### config.mk
export PLATFORM = sky130hd
export DESIGN_NAME = fetch_ctrl_flat
export DESIGN_NICKNAME = d
export VERILOG_FILES = /design/src/rtl/fetch_ctrl_pkg.sv /design/src/rtl/fetch_ctrl_if.sv /design/src/rtl/fetch_out_buf.sv /design/src/rtl/fetch_ctrl.sv /design/src/flat_wrapper.sv
export SDC_FILE = /design/constraint.sdc
export NUM_CORES = 1
export LEC_CHECK = 0
export BUFFER_PORTS_ARGS = -buffer_cell sky130_fd_sc_hd__buf_2
export CAP_MARGIN = 30
export CORE_UTILIZATION = 28
export CTS_CLUSTER_DIAMETER = 50
export DETAILED_ROUTE_END_ITERATION = 12
export MAX_ROUTING_LAYER = met4
export PLACE_DENSITY = 0.69
export SLEW_MARGIN = 20
export SYNTH_ARGS = -nofsm -noshare
export SYNTH_HDL_FRONTEND = slang
export SYNTH_SLANG_ARGS = --single-unit
### constraint.sdc
create_clock -name clk -period 1.85 [get_ports clk]
set_input_delay 0.2775 -clock clk [delete_from_list [all_inputs] [get_ports clk]]
set_output_delay 0.2775 -clock clk [all_outputs]
set_load 0.05 [all_outputs]
### src/rtl/fetch_ctrl_pkg.sv
// fetch_ctrl_pkg: shared definitions for the instruction-fetch control stage.
//   - FSM state encoding (REQ/WAIT/DROP/HOLD)
//   - default PC and instruction widths
//   - sequential PC increment
package fetch_ctrl_pkg;

    localparam int unsigned DEF_PC_W     = 32;
    localparam int unsigned DEF_INSTR_W  = 32;
    localparam int unsigned FETCH_PC_INC = 4;

    typedef enum logic [1:0] {
        ST_REQ  = 2'd0,
        ST_WAIT = 2'd1,
        ST_DROP = 2'd2,
        ST_HOLD = 2'd3
    } fetch_state_e;

endpackage

### src/rtl/fetch_ctrl_if.sv
// fetch_ctrl_if: instruction-memory request/response bus (req/gnt, then rvalid).
//   master : fetch side   (drives imem_req, imem_addr)
//   slave  : memory side  (drives imem_gnt, imem_rvalid, imem_rdata)
interface fetch_ctrl_if
    import fetch_ctrl_pkg::*;
#(
    parameter int unsigned PC_W    = DEF_PC_W,
    parameter int unsigned INSTR_W = DEF_INSTR_W
);

    logic               imem_req;
    logic [PC_W-1:0]    imem_addr;
    logic               imem_gnt;
    logic               imem_rvalid;
    logic [INSTR_W-1:0] imem_rdata;

    modport master (
        output imem_req,
        output imem_addr,
        input  imem_gnt,
        input  imem_rvalid,
        input  imem_rdata
    );

    modport slave (
        input  imem_req,
        input  imem_addr,
        output imem_gnt,
        output imem_rvalid,
        output imem_rdata
    );

endinterface

### src/rtl/fetch_out_buf.sv
// fetch_out_buf: one-entry valid/ready register holding a fetched instruction and its PC.
// Ports:
//   clk, rst        clock, synchronous active-high reset
//   load_i          capture instr_i/pc_i and raise valid
//   flush_i         drop the held entry (wins over load and handshake)
//   instr_i, pc_i   entry to capture
//   ready_i         consumer accepts the entry
//   valid_o         entry valid
//   instr_o, pc_o   held entry
module fetch_out_buf
    import fetch_ctrl_pkg::*;
#(
    parameter int unsigned PC_W    = DEF_PC_W,
    parameter int unsigned INSTR_W = DEF_INSTR_W
) (
    input  logic               clk,
    input  logic               rst,
    input  logic               load_i,
    input  logic               flush_i,
    input  logic [INSTR_W-1:0] instr_i,
    input  logic [PC_W-1:0]    pc_i,
    input  logic               ready_i,
    output logic               valid_o,
    output logic [INSTR_W-1:0] instr_o,
    output logic [PC_W-1:0]    pc_o
);

    logic               valid_q;
    logic [INSTR_W-1:0] instr_q;
    logic [PC_W-1:0]    pc_q;

    // Valid flag: flush beats load beats handshake.
    always_ff @(posedge clk) begin
        if (rst) begin
            valid_q <= 1'b0;
        end else if (flush_i) begin
            valid_q <= 1'b0;
        end else if (load_i) begin
            valid_q <= 1'b1;
        end else if (valid_q && ready_i) begin
            valid_q <= 1'b0;
        end
    end

    // Payload is only written on load; stays stable while waiting for ready.
    always_ff @(posedge clk) begin
        if (rst) begin
            instr_q <= '0;
            pc_q    <= '0;
        end else if (load_i && !flush_i) begin
            instr_q <= instr_i;
            pc_q    <= pc_i;
        end
    end

    assign valid_o = valid_q;
    assign instr_o = instr_q;
    assign pc_o    = pc_q;

endmodule

### src/rtl/fetch_ctrl.sv
// fetch_ctrl: instruction-fetch control stage between the PC register and decode.
// Issues one imem request per PC, buffers the response for decode, advances the PC,
// and handles redirects by overriding the next PC and discarding stale responses.
// Ports:
//   clk, rst                      clock, synchronous active-high reset
//   pc_q                          current PC from the PC register
//   pc_d, pc_we                   next PC and write enable back to the PC register
//   imem                          instruction-memory bus (fetch_ctrl_if.master)
//   redirect_valid, redirect_pc   branch/jump/exception redirect
//   if_valid, if_ready            bundle handshake to decode
//   if_instr, if_pc               fetched instruction and its PC
//   fetch_misalign                only with FETCH_ALIGN_CHECK_EN: bundle is a misaligned-PC marker
// Build option: define FETCH_ALIGN_CHECK_EN to suppress fetches from non word-aligned PCs.
module fetch_ctrl
    import fetch_ctrl_pkg::*;
#(
    parameter int unsigned PC_W    = DEF_PC_W,
    parameter int unsigned INSTR_W = DEF_INSTR_W,
    parameter int unsigned PC_INC  = FETCH_PC_INC
) (
    input  logic               clk,
    input  logic               rst,
    input  logic [PC_W-1:0]    pc_q,
    output logic [PC_W-1:0]    pc_d,
    output logic               pc_we,
    fetch_ctrl_if.master       imem,
    input  logic               redirect_valid,
    input  logic [PC_W-1:0]    redirect_pc,
    output logic               if_valid,
    input  logic               if_ready,
    output logic [INSTR_W-1:0] if_instr,
    output logic [PC_W-1:0]    if_pc
`ifdef FETCH_ALIGN_CHECK_EN
    ,
    output logic               fetch_misalign
`endif
);

    fetch_state_e       state_q;
    fetch_state_e       state_d;
    logic               misalign_c;
    logic               buf_load_c;
    logic               buf_flush_c;
    logic [INSTR_W-1:0] buf_instr_c;

`ifdef FETCH_ALIGN_CHECK_EN
    assign misalign_c = (pc_q[1:0] != 2'b00);
`else
    assign misalign_c = 1'b0;
`endif

    // State register.
    always_ff @(posedge clk) begin
        if (rst) begin
            state_q <= ST_REQ;
        end else begin
            state_q <= state_d;
        end
    end

    // Next-state logic; redirect takes priority in every state.
    always_comb begin
        state_d = state_q;
        unique case (state_q)
            ST_REQ: begin
                if (redirect_valid) begin
                    // A granted request is still in flight and must be drained.
                    state_d = (imem.imem_gnt && !misalign_c) ? ST_DROP : ST_REQ;
                end else if (misalign_c) begin
                    state_d = ST_HOLD;
                end else if (imem.imem_gnt) begin
                    state_d = ST_WAIT;
                end
            end
            ST_WAIT: begin
                if (redirect_valid) begin
                    state_d = imem.imem_rvalid ? ST_REQ : ST_DROP;
                end else if (imem.imem_rvalid) begin
                    state_d = ST_HOLD;
                end
            end
            ST_DROP: begin
                if (imem.imem_rvalid) begin
                    state_d = ST_REQ;
                end
            end
            ST_HOLD: begin
                if (redirect_valid || if_ready) begin
                    state_d = ST_REQ;
                end
            end
            default: state_d = ST_REQ;
        endcase
    end

    // Output logic; request and PC write are gated off while in reset.
    always_comb begin
        imem.imem_req  = 1'b0;
        imem.imem_addr = pc_q;
        pc_we          = 1'b0;
        pc_d           = pc_q;
        buf_load_c     = 1'b0;
        buf_flush_c    = 1'b0;
        buf_instr_c    = imem.imem_rdata;
        if (!rst) begin
            unique case (state_q)
                ST_REQ: begin
                    imem.imem_req = !misalign_c;
                    if (misalign_c && !redirect_valid) begin
                        buf_load_c  = 1'b1;
                        buf_instr_c = '0;
                    end
                end
                ST_WAIT: begin
                    if (imem.imem_rvalid && !redirect_valid) begin
                        buf_load_c = 1'b1;
                        pc_we      = 1'b1;
                        pc_d       = pc_q + PC_W'(PC_INC);
                    end
                end
                default: ;
            endcase
            if (redirect_valid) begin
                pc_we       = 1'b1;
                pc_d        = redirect_pc;
                buf_flush_c = 1'b1;
            end
        end
    end

    fetch_out_buf #(
        .PC_W    (PC_W),
        .INSTR_W (INSTR_W)
    ) u_out_buf (
        .clk     (clk),
        .rst     (rst),
        .load_i  (buf_load_c),
        .flush_i (buf_flush_c),
        .instr_i (buf_instr_c),
        .pc_i    (pc_q),
        .ready_i (if_ready),
        .valid_o (if_valid),
        .instr_o (if_instr),
        .pc_o    (if_pc)
    );

`ifdef FETCH_ALIGN_CHECK_EN
    logic misalign_q;

    // Set when the held bundle came from a misaligned PC (loaded in REQ).
    always_ff @(posedge clk) begin
        if (rst) begin
            misalign_q <= 1'b0;
        end else if (buf_flush_c) begin
            misalign_q <= 1'b0;
        end else if (buf_load_c) begin
            misalign_q <= (state_q == ST_REQ);
        end else if (if_valid && if_ready) begin
            misalign_q <= 1'b0;
        end
    end

    assign fetch_misalign = misalign_q;
`endif

endmodule

### src/flat_wrapper.sv
// flat-port wrapper written by rule: the top's interface ports become plain ports
module fetch_ctrl_flat import fetch_ctrl_pkg::*;
#(
    parameter int unsigned PC_W    = DEF_PC_W,
    parameter int unsigned INSTR_W = DEF_INSTR_W,
    parameter int unsigned PC_INC  = FETCH_PC_INC
)
  (clk, rst, pc_q, pc_d, pc_we, redirect_valid, redirect_pc, if_valid, if_ready, if_instr, if_pc, imem_imem_req, imem_imem_addr, imem_imem_gnt, imem_imem_rvalid, imem_imem_rdata);
  fetch_ctrl_if #(.PC_W(PC_W), .INSTR_W(INSTR_W)) imem_i ();
  input  logic clk;
  input  logic rst;
  input  logic [PC_W-1:0] pc_q;
  output logic [PC_W-1:0] pc_d;
  output logic pc_we;
  input  logic redirect_valid;
  input  logic [PC_W-1:0] redirect_pc;
  output logic if_valid;
  input  logic if_ready;
  output logic [INSTR_W-1:0] if_instr;
  output logic [PC_W-1:0] if_pc;
  output wire logic [$bits(imem_i.imem_req)-1:0] imem_imem_req;
  output wire logic [$bits(imem_i.imem_addr)-1:0] imem_imem_addr;
  input wire logic [$bits(imem_i.imem_gnt)-1:0] imem_imem_gnt;
  input wire logic [$bits(imem_i.imem_rvalid)-1:0] imem_imem_rvalid;
  input wire logic [$bits(imem_i.imem_rdata)-1:0] imem_imem_rdata;
  assign imem_imem_req = imem_i.imem_req;
  assign imem_imem_addr = imem_i.imem_addr;
  assign imem_i.imem_gnt = imem_imem_gnt;
  assign imem_i.imem_rvalid = imem_imem_rvalid;
  assign imem_i.imem_rdata = imem_imem_rdata;
  fetch_ctrl #(.PC_W(PC_W), .INSTR_W(INSTR_W), .PC_INC(PC_INC)) u_core (.clk(clk), .rst(rst), .pc_q(pc_q), .pc_d(pc_d), .pc_we(pc_we), .imem(imem_i), .redirect_valid(redirect_valid), .redirect_pc(redirect_pc), .if_valid(if_valid), .if_ready(if_ready), .if_instr(if_instr), .if_pc(if_pc));
endmodule
; ---- Yosys cells after proc, flatten, opt, wreduce, memory -nomap -nowiden
; Index checks and enable logic that the tools add are counted.
[word_totals]
output_inout_bits = 131
word_cells = 46
in_bits = 102
register_bits = 67
[classes]
n_eq_ne = 7
n_mux = 24
reduce_logical = 10
n_addsub = 1
[op_table]
columns = op, n
row1 = 32-bit 2-to-1 mux, 4
row2 = "32-bit by 3-bit adder with 32-bit output, second input constant", 1
row3 = 2-bit 2-to-1 mux, 8
row4 = 1-bit 2-to-1 mux, 11
row5 = 2-bit case mux with 4 select lines, 1
row6 = "3-bit inequality test, second input constant", 2
row7 = "2-bit equality test, second input constant", 2
row8 = 4-bit AND reduction, 1
row9 = 1-bit logical AND, 3
row10 = "2-bit by 1-bit equality test with 1-bit output, second input constant", 1
row11 = 1-bit logical NOT, 2
row12 = 2-bit logical NOT, 1
row13 = "2-bit by 1-bit inequality test with 1-bit output, second input constant", 1
row14 = "2-bit inequality test, second input constant", 1
row15 = 2-bit nonzero test, 1
row16 = 2-bit OR reduction, 1
row17 = 1-bit logical OR, 1

; ---- Logic depth before layout (Yosys ltp)
; Gate-level depths: netlist of run 1.
[depth]
ltp_word = 6
ltp_mapped = 8
ltp_nobuf = 6

; ---- Cells and area by module
; A second synthesis of run 1 with hierarchy kept.
[unflattened]
hier_cells = 561
area_unflattened_um2 = 4680.7
[by_module_without_submodules]
columns = mod, area_each_um2, seq_area_each_um2, instances, cells_per_inst
row1 = fetch_out_buf, 3032.9, 1301.2, 1, 296
row2 = fetch_ctrl, 1647.8, 40.0, 1, 265

; ---- Worst setup path before layout of run 1
; No wires, ideal clock.
[synth_timing]
path_kind = register to output
from = reg u_core.state_q[0]
to = out pc_d[31]
arrival_ns = 2.471
stages_incl_launch_ff = 8
n_path_buf = 2
required_time_ns = 1.572
setup_slack_ns = -0.898
cell_sequence = dfxtp_1 buf_4 nand4bb_1 buf_6 nor3_4 and3_1 a311oi_1 a211oi_1
[synth_between]
elab_chain_cells = 4
[synth_lines]
columns = element, line
row1 = "start, declared", fetch_ctrl.sv:39  ; fetch_state_e state_q;
row2 = "start signal, assigned", fetch_ctrl.sv:57  ; state_q <= state_d;
row3 = 2-bit by 1-bit equality test with 1-bit output, fetch_ctrl.sv:106  ; unique case (state_q)
row4 = 32-bit 2-to-1 mux, fetch_ctrl.sv:106
row5 = 32-bit 2-to-1 mux, fetch_ctrl.sv:123  ; if (redirect_valid) begin
row6 = 32-bit 2-to-1 mux, fetch_ctrl.sv:105  ; if (!rst) begin
row7 = "end, declared", flat_wrapper.sv:13  ; output logic [PC_W-1:0] pc_d;
; No other way between the ends.

; ---- Worst setup path in the final report of run 1
[layout_timing]
from = reg u_core.state_q[1]
to = out pc_d[27]
; The elaborated chain is that of the path after synthesis.

==> metrics, run 1 <==
via count between 5,000 and 6,000; DIE WIDTH 120 microns; post-DR vias/cell 5.04; H-tree depth 3; global-route wire length before repair approximately 24,000 microns; GRT Util Overall 0.220; Critical Path AT 2.14 ns; # diodes 0; row count 42; drt total wl approximately 17,000 microns; initial core utilization 0.291; grt total ovfl 0; RD Place Congestion 0.890; port bufs 232; area of the core 0.0135 sq mm; P_leak around 3.4 nW; layout cell share with drive strength beyond 1 0.537; Yosys reg bits 67; Syn Inst Count about 540; Achievable Freq ~410 MHz; antenna-violating nets left 0; largest net degree at the start of global routing 74; clk sinks 67; final core occ 0.523; slew of the pin with the lowest slew margin 0.401 ns; RSZ-0062 raised after global routing true; Max FO, Critical Path 3; antenna violations before repair 0; period utilization 1.31; mapped cell area a little under 0.004 sq mm; Wirelength per Cell ~17 microns; Clock transition at path regs 0.06 ns; failing checks setup timing; Top Ports 233; area grow syn2layout 79.8%; CP Capture Type output pin; final setup vio count 32; maxcap violations 0; VDD IR max about 0.00040 V; half-perimeter wire length after placement around 11,000 microns; worst hold margin 0.125 ns; Setup CP Type reg2out; layout net count 915; Seq/Total Area, Yosys 0.342; dpl cell area about 0.0058 sq mm; clk_lat worst skew 0.34 ns; async set or reset register ratio after synthesis 0; CP required about 1.6 ns; cell area after layout just over 0.007 sq mm; ys flop type dfxtp_1; Mean Syn Cell Area 7.31 sq um; TritonCTS Buffers 9; yosys synthesis warning count 0; min-delay worst type in2reg; Final Critical Period between 2 and 2.5 ns; worst setup margin -0.565 ns; Iter 0 DRT Violations 270; fillcell total 1,267; Post-synth EDFFs 0; Hold-fix buffers, CTS 0; critical path launch point type flop; number of global-route vias before repair 4,635; CTS Buffer Depth 2; distinct cell type count after synthesis ~50; clock skew 0.00802 ns; reg2reg setup slack about 0.020 ns; die area 0.0145 sq mm; Setup TNS -13.99 ns; Rel. slew slack 0.731; DR DRC count 0; Max Slew Vio Count 0; final hold vios 0; 1st-pass router iterations 5; Inst Count DP roughly 950; net count after synthesis 639; Cell Count, Final, Fillers Out 993; PwrDens 669 mW/mm^2; root buffer cell clkbuf_16; TritonCTS clock tree yes; Die Y 120 microns; status complete, but fails checks
==> area by class of cell <==
type	count	area, sq um	area share
clock buffer	11	253	0.0359
timing repair buffer	339	2470	0.351
tap	176	220	0.0313
inverter	8	30.0	0.00426
sequential	67	1340	0.191
multi-input combinational	387	2660	0.378
clock inverter	5	58.8	0.00835
==> state kept, by name, indices dropped and copies added, names as in the netlist <==
register	cells
u_core.u_out_buf.instr_o	32
u_core.u_out_buf.pc_o	32
u_core.state_q	2
u_core.u_out_buf.valid_o	1
==> per-stage QoR <==
stage | setup slack, ns | total power [mW]
2_1_floorplan | -0.207 | 2.31
3_3_place_gp | -0.427 | 2.69
3_5_place_dp | -0.428 | 2.70
4_1_cts | -0.608 | 4.66
5_1_grt | -0.659 | 4.89
6_report | -0.565 | 4.71
==> per-layer routing <==
layer / GRT usage / vias to the layer above / wire length, microns / share of wire
met3: 0.0491 / 18 / 1160 / 0.068
met2: 0.363 / 233 / 8500 / 0.50
met5: - / - / 0 / 0
met4: 0.0640 / 0 / 197 / 0.012
li1: - / 2427 / - / -
met1: 0.268 / 2324 / 7120 / 0.42
==> placed cells by master (no fill, tap or decap), types with 4 or more instances in the layout <==
cell type,instances
a22oi_1,5
dfxtp_1,65
buf_2,200
a21oi_2,10
and3_1,8
buf_8,17
buf_4,78
clkbuf_16,14
a211oi_4,4
o22ai_1,10
nand3_1,7
o22a_2,6
o211ai_1,48
nor2_1,18
o22a_1,4
inv_1,6
buf_12,4
nor3_4,7
a21oi_1,25
nand4_1,8
nor2_4,5
nand3_2,6
buf_6,33
nand2_1,149
==> critical path, stage by stage, from the launching register on <==
cell and delay, ns:
dfxtp_2 0.32, nand4bb_1 0.19, buf_6 0.15, nor3_4 0.20, buf_4 0.16, and3_4 0.21
buf_6 0.11, and4bb_2 0.25, nor3_4 0.06, buf_12 0.15
==> power breakdown <==
| group | internal [mW] | switching, mW |
|---|---|---|
| clock network | 1.12 | 0.701 |
| registers | 1.47 | 0.0113 |
| logic | 0.530 | 0.879 |
==> final timing paths <==
path / start / to / depth (start not counted)
worst min-delay path: imem_imem_rdata[0] / u_core.u_out_buf.instr_o[0]$_SDFFE_PP0P_ / 3
worst min register to register: u_core.u_out_buf.pc_o[19]$_SDFFE_PP0P_ / u_core.u_out_buf.pc_o[19]$_SDFFE_PP0P_ / 2
worst max register to register: u_core.state_q[1]$_SDFFE_PP0P_ / u_core.u_out_buf.instr_o[27]$_SDFFE_PP0P_ / 11
worst max-delay path: u_core.state_q[1]$_SDFFE_PP0P_ / pc_d[27] / 9
==> logic make-up after synthesis <==
group                      after synthesis  share of synthesized area
adders and majority gates                1                    0.00319
muxes                                    2                    0.00543
DFF                                     67                      0.342
and+or+nand+nor                        239                      0.276
AOI/OAI and AO/OA                      145                      0.259
buffers and inverters                   82                      0.114
==> synth_stat cells, drive strengths merged (2+ instances only) <==
master,count,share of area
a22oi,5,0.0096
a311oi,5,0.011
nor2,26,0.025
o211ai,48,0.092
nand2b,3,0.0048
nor4b,2,0.0045
dfxtp,67,0.34
nand2,152,0.15
a211oi,4,0.0077
a2bb2oi,6,0.013
o21a,2,0.0038
o22a,10,0.022
or4,3,0.0057
clkbuf,32,0.031
o2bb2a,3,0.0077
a31oi,2,0.0032
nand4,8,0.013
nand3,16,0.020
o21ai,4,0.0051
nor3b,2,0.0067
and2,2,0.0032
nor3,8,0.016
a21oi,37,0.047
a32oi,2,0.0045
o22ai,11,0.018
buf,42,0.076
and3,10,0.016
inv,7,0.0067
==> repair_timing <==
item | in CTS | in global routing
gates cloned | 0 | 5
gates resized for setup | 95 | 61
endpoints found under the setup margin | 31 | 78
hold endpoints to repair | 0 | 0
setup buffers | 12 | 10
pin swaps | 28 | 31
Note: power is estimated with default switching activity, not from simulation.
==> run 2: changes to the inputs <==
RECOVER_POWER = 25   (was unset)
==> run 2 against run 1 <==
Effect of this change: the run still ends with setup timing left; register-to-register slack about the same; sequential share of layout area is 0.10 points higher; first-iteration DRC count rose by 5.2%; design area fell by 0.53%; clock-buffer cell count is the same; utilization is 0.28 points lower; non-clock buffer count unchanged; die area unchanged; maximum frequency is essentially flat; wire length grew 0.34%; largest power group unchanged.
==> metrics, run 2 (same netlist as run 1, synthesis figures left out) <==
final hold vios 0; via count about 5,000; worst reg2reg path depth 11; RD Place Congestion 0.890; Top Ports 233; cell area after layout roughly 0.007 sq mm; Clock transition at path regs 0.06 ns; DIE WIDTH ~120 microns; failing checks setup timing; Iter 0 DRT Violations 284; P_leak 3.30 nW; die area 0.0145 sq mm; GRT Util Overall 0.220; CP required 1.57 ns; hold path depth 3; clk_lat worst skew around 0.33 ns; met2 routed WL 8510 microns; fillcell total 1,282; Setup CP Type reg2out; # diodes 0; critical-path cell with the highest stage delay dfxtp_2; Final Critical Period roughly 2.4 ns; met1 WL 7170 microns; Inst Count DP 952; Overall Power about 4.7 mW; commonest non-fill, non-tap cell in the layout buf_2; root buffer cell clkbuf_16; CP delay by family, top simple AND/OR/NAND/NOR gates; post-DR vias/cell 5.06; worst setup margin -0.566 ns; layout cell share with drive strength beyond 1 0.501; initial core utilization 0.291; reg2reg setup slack 0.02 ns; Max Slew Vio Count 0; crit-path cells nand4bb_1 -> buf_6 -> nor3_4 -> buf_4 -> and3_4 -> buf_6 -> and4bb_2 -> nor3_4 -> buf_12; hold_sp imem_imem_rdata[0]; half-perimeter wire length after placement 11,000 microns; Setup TNS -14.03 ns; antenna-violating nets left 0; worst hold margin ~0.13 ns; footprint of the multi-input gates 0.00266 sq mm; maxcap violations 0; crit path buf inv count 4; period utilization 1.31; Reg2Reg Launch Point u_core.state_q[1]$_SDFFE_PP0P_; 1st-pass router iterations 6; CP Capture Type output pin; final setup vio count 32; critical path launch point type flop; row count 42; slew of the pin with the lowest slew margin 0.619 ns; layout net count 915; largest stage delay on the critical path 0.32 ns; Worst R2R End u_core.u_out_buf.instr_o[27]$_SDFFE_PP0P_; Max FO, Critical Path 3; Top Metal Used met4; grt total ovfl 0; status complete, but fails checks; largest net degree at the start of global routing 74; Die Y 120 microns; dpl cell area 0.00583 sq mm; DR DRC count 0; register area approximately 0.0013 sq mm; VDD IR max around 0.00040 V; Wirelength per Cell ~17 microns; number of global-route vias before repair between 4,000 and 5,000; clock skew 0.00794 ns; RSZ-0062 raised after global routing true; commonest non-fill, non-tap cells in the layout buf_2, nand2_1, buf_4; global-route wire length before repair 24,200 microns; TritonCTS clock tree yes; port bufs 232; antenna violations before repair 0; Critical Path AT 2.14 ns; TritonCTS Buffers 9; drt total wl 17,000 microns; min-delay worst type in2reg; area of the core 0.0135 sq mm; WP depth 9; area grow syn2layout 78.8%; CTS Buffer Depth 2; clk sinks 67; Rel. slew slack 0.589; Endpoint, Worst Hold u_core.u_out_buf.instr_o[0]$_SDFFE_PP0P_; met3 wire len 1160 microns; H-tree depth 3; Cell Count, Final, Fillers Out about 1,000; Achievable Freq between 400 and 500 MHz; PwrDens 671 mW/mm^2
-- run 2: changes by cell type in the layout (fill, tap and decap cells not counted), sizes merged --
cell,before,now
buf,334,304
clkbuf,16,46
-- run 2: through the flow --
step,util,worst slack [ns]
global route,0.521,-0.659
floorplan,-,-0.207
CTS,0.487,-0.608
global placement,0.433,-0.427
finish,0.521,-0.566
detailed placement,0.433,-0.428
-- run 2: timing repair --
item                                    CTS  global route
endpoints found under the setup margin   31            78
cloned                                    0             5
hold buffers                              0             0
pin swaps                                28            31
setup buffers                            12            10
resized for setup                        95            61
-- run 2: cell type report --
cell class                      instances  share of cell area
Clock buffer                           11              0.0361
Sequential cell                        67               0.192
Tap cell                              176              0.0314
Inverter                                8             0.00429
Timing Repair Buffer                  339               0.348
Clock inverter                          5             0.00840
Multi-Input combinational cell        387               0.380
-- run 2: tightest hold or removal path: cells and delay by family --
kind	cells	cell delay, ns
buffers and inverters	1	0.08
and+or+nand+nor	2	0.08
-- run 2: worst max path at each step --
stage / startpoint / end
after floorplan: u_core.state_q[1]$_SDFFE_PP0P_ / pc_d[2]
after global placement: pc_q[4] / pc_d[21]
after detailed placement: pc_q[4] / pc_d[21]
after CTS: u_core.state_q[1]$_SDFFE_PP0P_ / pc_d[27]
after global routing: u_core.state_q[1]$_SDFFE_PP0P_ / pc_d[27]
final: u_core.state_q[1]$_SDFFE_PP0P_ / pc_d[27]
-- run 2: metal layers --
layer	vias to the layer above	track usage
met2	236	0.363
met5	-	-
met4	0	0.0640
met1	2341	0.268
met3	18	0.0491
li1	2427	-
-- run 2: power by group --
group / switching (mW) / internal [mW] / total [mW]
registers: 0.0113 / 1.47 / 1.48
clock network: 0.701 / 1.12 / 1.82
logic: 0.881 / 0.521 / 1.40
total: 1.59 / 3.11 / 4.70
==> run 3: changes to the inputs <==
PLACE_DENSITY = 0.66   (was 0.69)
SYNTH_HIERARCHICAL = 1   (was unset)
==> run 3 against run 2 <==
Effect of this change: the run still ends with setup timing left; maximum frequency increased by 1.6%; design area is 18% higher; clock skew up 0.0020 ns; cell count increased by 9.0%; first-iteration DRC count rose by 14%; die area rose by 19%; sequential power is essentially flat; synthesized area grew 19%; critical endpoint is now pc_d[22]; largest power group unchanged.
==> metrics, run 3 <==
initial core utilization 0.290; critical-path cell with the highest stage delay or4_4; commonest cells in the synthesized netlist dfxtp_1, nand2b_1, nand4bb_1; number of global-route vias before repair about 5,000; Setup CP Type reg2out; Wirelength per Cell 17.5 microns; commonest non-fill, non-tap cells in the layout buf_2, buf_4, dfxtp_1; Rel. slew slack 0.597; worst setup margin -0.529 ns; DR DRC count 0; ys flop type dfxtp_1; post-DR vias/cell 5.08; DIE WIDTH 131 microns; critical path startpoint u_core/state_q[1]$_SDFFE_PP0P_; 1st-pass router iterations 4; Max FO, Critical Path 4; area grow syn2layout 76.8%; Final Critical Period 2.38 ns; half-perimeter wire length after placement about 12,000 microns; yosys synthesis warning count 6; P_leak ~3.5 nW; register area about 0.0013 sq mm; CP Capture Type output pin; Achievable Freq 420 MHz; maxcap violations 0; H-tree depth 3; fillcell total 1,532; clk sinks 67; hold_sp imem_imem_rdata[16]; antenna-violating nets left 0; Iter 0 DRT Violations 325; final setup vio count 96; port bufs 232; VDD IR max between 0.0004 and 0.0005 V; Seq/Total Area, Yosys 0.287; distinct cell type count after synthesis 55; Yosys top cell by area dfxtp_1; Max Slew Vio Count 0; worst reg2reg path depth 13; CTS Buffer Depth 2; layout cell share with drive strength beyond 1 0.573; worst hold margin 0.208 ns; global-route wire length before repair around 28,000 microns; largest net degree at the start of global routing 37; PwrDens around 600 mW/mm^2; failing checks setup timing; slew of the pin with the lowest slew margin 0.607 ns; drt total wl 19,000 microns; mapped cell area 0.00468 sq mm; Hold-fix buffers, CTS 0; status complete, but fails checks; Synth area leaders dfxtp_1, nand4bb_1, nand2b_1, o21ai_1, buf_4; min-delay worst type in2reg; Reg2Reg Launch Point u_core/state_q[1]$_SDFFE_PP0P_; clock skew a little under 0.01 ns; CP required about 1.6 ns; GRT Util Overall 0.209; critical path launch point type flop; RSZ-0062 raised after global routing true; footprint of the multi-input gates 0.00352 sq mm; clk_lat worst skew 0.34 ns; Yosys reg bits 67; net count after synthesis 664; commonest non-fill, non-tap cell in the layout buf_2; grt total ovfl 0; TritonCTS Buffers 9; CP delay by family, top simple AND/OR/NAND/NOR gates; final core occ 0.514; final hold vios 0; Critical Path AT 2.10 ns; hold path depth 3; TritonCTS clock tree yes; crit-path cells nand4bb_4 -> buf_6 -> nor4_4 -> nand2_2 -> or4_4 -> o211ai_1 -> buf_4; Clock transition at path regs roughly 0.06 ns; count leader, synth dfxtp_1; period utilization 1.29; Mean Syn Cell Area 8.34 sq um; root buffer cell clkbuf_16; Top Ports 233; crit path buf inv count 2; antenna violations before repair 2; die area 0.0172 sq mm; via count 5,498; area of the core around 0.016 sq mm; Syn Inst Count 561; Post-synth EDFFs 0; WP depth 7; RD Place Congestion 0.882; post-synth top area share 0.287; layout net count 962; largest stage delay on the critical path 0.48 ns; Die Y between 100 and 150 microns; row count 46; async set or reset register ratio after synthesis 0
==> run 3: repair_timing <==
action	in CTS	in global routing
pin swaps	19	38
buffers inserted	14	20
gates resized for setup	129	103
cloned	4	8
setup endpoints to repair	92	97
==> run 3: cells by family after synthesis <==
logic type	after synthesis	share of synthesized area
muxes	17	0.0366
xor gates and xnor gates	2	0.00374
adders and majority gates	1	0.00267
and+or+nand+nor	257	0.381
DFF	67	0.287
AOI/OAI and AO/OA	130	0.164
buffers and inverters	87	0.126
==> run 3: final cells by class <==
cell class | instances | area share
antenna | 2 | 0.000605
clock buffer | 10 | 0.0277
clock inverter | 6 | 0.0136
inverter | 7 | 0.00317
multi-input combinational | 407 | 0.426
sequential | 67 | 0.162
tap | 216 | 0.0327
timing repair buffer | 367 | 0.334
==> run 3: worst paths after layout <==
check                           slack [ns]                                        end
worst max-delay path                 -0.53                                   pc_d[22]
worst min register to register        0.46      u_core/u_out_buf/pc_o[2]$_SDFFE_PP0P_
worst min-delay path                  0.21  u_core/u_out_buf/instr_o[16]$_SDFFE_PP0P_
worst max register to register       -0.39  u_core/u_out_buf/instr_o[15]$_SDFFE_PP0P_
==> run 3: report_power, final <==
part	switching (mW)	internal [mW]
clock network	0.719	1.32
logic	0.863	0.569
registers	0.00650	1.46
==> run 3: worst reg2reg max path, delay by kind of cell (launching register included) <==
family,cells,cell delay [ns]
buffers and inverters,9,1.16
and+or+nand+nor,3,0.60
DFF,1,0.32
AOI/OAI and AO/OA,1,0.06
==> run 3: routing by layer <==
layer / share of wire / up-vias / global-route usage
met5: 0 / - / -
met1: 0.44 / 2676 / 0.260
met3: 0.042 / 22 / 0.0270
li1: - / 2640 / -
met4: 0.016 / 0 / 0.0795
met2: 0.50 / 160 / 0.345
==> run 3: per-stage QoR <==
stage / setup TNS [ns] / power, mW / setup slack [ns] / instance area, sq um / cells
global placement: -13.12 / 2.73 / -0.342 / 6580 / 1027
detailed placement: -14.44 / 2.74 / -0.379 / 6580 / 1027
CTS: -27.76 / 4.94 / -0.533 / 7690 / 1060
floorplan: -1.47 / 2.33 / -0.277 / 4890 / 561
finish: -31.37 / 4.94 / -0.529 / 8280 / 1082
global route: -40.78 / 5.10 / -0.627 / 8280 / 1082
